## src/rtl/ttrng_top.sv

```systemverilog
// ttrng_top: pseudo-random byte generator tile.
//
// Three generators step together on every enabled clock:
//   A: 16-bit Fibonacci LFSR (seed 16'hACE1)
//   B: 32-bit xorshift32 (seed 32'h2545F491)
//   C: 8-bit Galois LFSR (seed 8'h01)
// ui_in[1:0] selects which low byte drives uo_out (11 = XOR of all three).
//
// Ports:
//   clk     - clock, rising edge
//   rst     - asynchronous active-high reset, reseeds all generators
//   ena     - tile enable; generators step only while high
//   ui_in   - [1:0] selector, [2] seed_load, [3] hold, [7:4] unused
//   uo_out  - selected random byte
//   uio_in  - seed byte, sampled while seed_load=1
//   uio_out - tied to 8'h00
//   uio_oe  - tied to 8'h00 (bidirectional pins are inputs)
//
// Build option: define TTRNG_OUTREG_EN to register uo_out (one cycle of
// extra latency, register reset to 8'h00, not gated by ena/hold).

module ttrng_top (
  input  logic       clk,
  input  logic       rst,
  input  logic       ena,
  input  logic [7:0] ui_in,
  output logic [7:0] uo_out,
  input  logic [7:0] uio_in,
  output logic [7:0] uio_out,
  output logic [7:0] uio_oe
);

  localparam logic [15:0] SeedA = 16'hACE1;
  localparam logic [31:0] SeedB = 32'h2545F491;
  localparam logic [7:0]  SeedC = 8'h01;

  logic [1:0]  sel;
  logic        seed_load;
  logic        hold;
  logic        unused_ui;

  assign sel       = ui_in[1:0];
  assign seed_load = ui_in[2];
  assign hold      = ui_in[3];
  assign unused_ui = ^ui_in[7:4];

  logic [15:0] a_q, a_d;
  logic [31:0] b_q, b_d, b_t1, b_t2;
  logic [7:0]  c_q, c_d;
  logic [7:0]  seed;
  logic [7:0]  sel_byte;

  // A zero seed would lock the LFSRs, so it is replaced by 8'h01.
  assign seed = (uio_in == 8'h00) ? 8'h01 : uio_in;

  always_comb begin
    a_d  = {a_q[0] ^ a_q[2] ^ a_q[3] ^ a_q[5], a_q[15:1]};
    b_t1 = b_q ^ (b_q << 13);
    b_t2 = b_t1 ^ (b_t1 >> 17);
    b_d  = b_t2 ^ (b_t2 << 5);
    c_d  = c_q[0] ? ((c_q >> 1) ^ 8'hB8) : (c_q >> 1);
  end

  always_ff @(posedge clk or posedge rst) begin
    if (rst) begin
      a_q <= SeedA;
      b_q <= SeedB;
      c_q <= SeedC;
    end else if (seed_load) begin
      // Only the low bytes are reseeded; upper bits of A and B are kept.
      a_q[7:0] <= seed;
      b_q[7:0] <= seed;
      c_q      <= seed;
    end else if (ena && !hold) begin
      a_q <= a_d;
      b_q <= b_d;
      c_q <= c_d;
    end
  end

  always_comb begin
    sel_byte = 8'h00;
    unique case (sel)
      2'b00:   sel_byte = a_q[7:0];
      2'b01:   sel_byte = b_q[7:0];
      2'b10:   sel_byte = c_q;
      default: sel_byte = a_q[7:0] ^ b_q[7:0] ^ c_q;
    endcase
  end

`ifdef TTRNG_OUTREG_EN
  logic [7:0] out_q;

  always_ff @(posedge clk or posedge rst) begin
    if (rst) begin
      out_q <= 8'h00;
    end else begin
      out_q <= sel_byte;
    end
  end

  assign uo_out = out_q;
`else
  assign uo_out = sel_byte;
`endif

  assign uio_out = 8'h00;
  assign uio_oe  = 8'h00;

endmodule

```

## config.mk

```make
export PLATFORM = sky130hd
export DESIGN_NAME = ttrng_top
export DESIGN_NICKNAME = d
export VERILOG_FILES = /design/src/rtl/ttrng_top.sv
export SDC_FILE = /design/constraint.sdc
export NUM_CORES = 1
export LEC_CHECK = 0
export CORE_AREA = 2 2 93 95
export DETAILED_ROUTE_END_ITERATION = 6
export DIE_AREA = 0 0 95 97
export PLACE_DENSITY = 0.68
export SLEW_MARGIN = 10
export SYNTH_ARGS = -nofsm -noshare
export SYNTH_HDL_FRONTEND = slang
export SYNTH_SLANG_ARGS = --single-unit
```

## constraint.sdc

```tcl
create_clock -name clk -period 1.85 [get_ports clk]
set_input_delay 0.37 -clock clk [delete_from_list [all_inputs] [get_ports clk]]
set_output_delay 0.37 -clock clk [all_outputs]
set_load 0.02 [all_outputs]
```

==> results.cfg <==
[logic_synthesis]
yosysWarningCount = 0
synth_top_area_cell = dfrtp_1
synth.cell_area_sq_mm = 0.00359
ys_seq_elements = 56
syn_avg_cell_area_sq_um = 9.13
syn_inst = 393
seq_area_frac_synth_pct = 39.9
synthTopCellsByArea = dfrtp_1 23%, dfstp_2 17%, xnor2_1 13%
yosysUniqueCellTypes = 35
yosys.area.top_type_share_pct = 23.0

[outcome]
status = complete, no violations

[global_route]
antenna_found_initial = 0
grt_pass1_vias = 2753
track_usage_pct = 17.3
grt_pass1_wl_microns = 12800
grt_max_degree = 57
grt-ovfl-total = 0

[layout]
nets = 466
drive_gt1_share_pct = 24.8
syn2layout_area_growth_pct = 21.9
fill_cells = 755
final_common_cell = nand2_1
instances_no_fill = 553
final_cell_mix = 79 x nand2_1, 53 x buf_4, 52 x xnor2_1
antenna_cells = 0

[power]
p_per_area_mw_per_mm2 = 1480
power.total_mw = 6.46
peakVddDrop_mv = 0.868
leakagePower_nw = 1.90

[critical_path]
end_kind = output pin
criticalPathCategory = reg -> out
critPathSlowestCell = dfstp_2
r2r-end = b_q[5]
required_ns = 1.48
cp.depth = 5
r2r_start = b_q[4]
r2r_slack_ns = 0.006
endpoint = uo_out[0]
cp.arrival_ns = 1.47
max_stage_delay_ns = 0.59
path_buf_inv = 1
crit_path_start_kind = flip-flop
reg2regPathDepth = 5
crit_path_cell_trace = o21ai_1 -> a22o_1 -> a22oi_2 -> nand2_1 -> buf_6
cp-startpoint = b_q[0]
crit_path_max_fanout = 5
critPathTopFamily = flip-flops

[cts]
clock_path_buffers = 2
numCtsBuffers = 5
clk_latency_ns = 0.31
cts_root_buf = clkbuf_8
clkSinkCount = 56
htree_levels = 2
clk_pin_slew_ns = 0.10
cts_tree = yes

[detailed_routing]
drc = 0
vias = 2796
drt_iter0_drc = 86
post_drt_via_cell_ratio = 5.06
drt-total-wl_microns = 7540
drt-pass1-iter-count = 4
wire_per_inst_microns = 13.6
ant_nets = 0

[timing]
fin_worst_skew_ns = 0.0126
finalSetupViolCount = 0
rsz0062_at_grt = yes
hold_slack_ns = 0.420
hold_viol = 0
max_freq_ghz = 0.542
setup_tns_ns = 0
period_share_pct = 99.7
fin_crit_ns = 1.84
slew_viol_final = 0

[placed_design]
placedCellCount = 542
place.gp.congestion = 0.778
dp_hpwl_microns = 5660
portBuffers = 22

[worst_hold_path]
hold_class = in -> async

[floorplanning]
fp.dieH_microns = 97
core-area_sq_mm = 0.00813
ioPinCount = 43
die_w_microns = 95
row_count = 33
fp.dieArea_sq_mm = 0.00922
start_util_pct = 44.1

[job]
max_cap_violations = 0
## Yosys cell counts (all sizes together)
library cell,number
conb,1
nor2b,7
xnor2,52
xor2,24
and2,3
nor4,1
a31oi,19
xnor3,8
o21bai,4
nor3b,1
dfrtp,33
clkbuf,24
nand2b,5
a22o,3
a22oi,4
or3,3
buf,19
o221ai,4
o31a,1
nand3b,7
nor2,21
clkinv,1
or4,1
or3b,1
dfstp,23
a21oi,14
o32a,3
mux2i,4
inv,2
o21ai,21
nand2,79
## per-layer routing
metal | share of wire (%) | track usage [%] | wire length [microns] | vias up
met4 | 1.2 | 3.68 | 93 | 0
li1 | - | - | - | 1378
met5 | 0 | 0 | 0 | -
met2 | 50 | 29.8 | 3790 | 60
met1 | 44 | 23.0 | 3340 | 1350
met3 | 4.1 | 2.41 | 309 | 8
## registers in the layout, summed over array words and instances, names as in the netlist
name  flops
b_q      32
a_q      16
c_q       8
## per-stage QoR
| step | setup slack, ns | cell area [sq um] | utilization, % |
|---|---|---|---|
| global route | -0.0856 | 4370 | 53.8 |
| global placement | -0.651 | 4210 | 51.8 |
| finish | 0.00601 | 4370 | 53.8 |
| floorplan | 0.0713 | 3640 | - |
| CTS | -0.0381 | 4310 | 53.0 |
| detailed placement | -0.695 | 4210 | 51.8 |
## worst min path at each step
stage	slack [ns]	to	from
after detailed placement	0.45	a_q[13]	a_q[13]
after floorplan	0.43	a_q[10]	a_q[11]
after global routing	0.46	a_q[12]	rst
after global placement	0.44	a_q[10]	a_q[11]
final	0.42	a_q[12]	rst
after CTS	0.43	b_q[21]	rst
## where the power goes
part	total [mW]	leakage, nW	internal [mW]	switching (mW)
registers	2.27	0.629	1.78	0.498
logic	3.49	1.22	2.00	1.49
clock network	0.693	0.0445	0.305	0.388
## area by class of cell
class | count | area [sq um] | share of cell area (%)
clock buffers | 7 | 86.3 | 1.97
multi-input cells | 306 | 2030 | 46.5
clock inverters | 1 | 7.51 | 0.172
inverters | 3 | 11.3 | 0.257
well taps | 105 | 131 | 3.00
repair buffers | 75 | 669 | 15.3
flip-flops and latches | 56 | 1440 | 32.8
## logic make-up after synthesis
| kind of cell | Yosys count | synth area share, % |
|---|---|---|
| compound gates | 73 | 12.7 |
| xor+xnor | 84 | 23.8 |
| buf+inv | 46 | 6.59 |
| flops | 56 | 39.9 |
| mux | 4 | 1.12 |
| other cells | 1 | 0.105 |
| simple gates | 129 | 15.9 |
## worst reg2reg max path, cell delays in order, from the launching register on
cell	delay [ns]
dfstp_2	0.58
buf_4	0.17
xnor3_1	0.34
xor2_1	0.18
or3_1	0.33
a31oi_1	0.17
## repair_timing
action                                 CTS  global route
hold buffers                             0             0
pin swaps                                2             8
gates cloned                             0             0
setup buffers                            3             0
resized for setup                       44            24
endpoints found under the hold margin    0             0
setup endpoints to repair               12            13
Power figures use the tool's default switching activity.
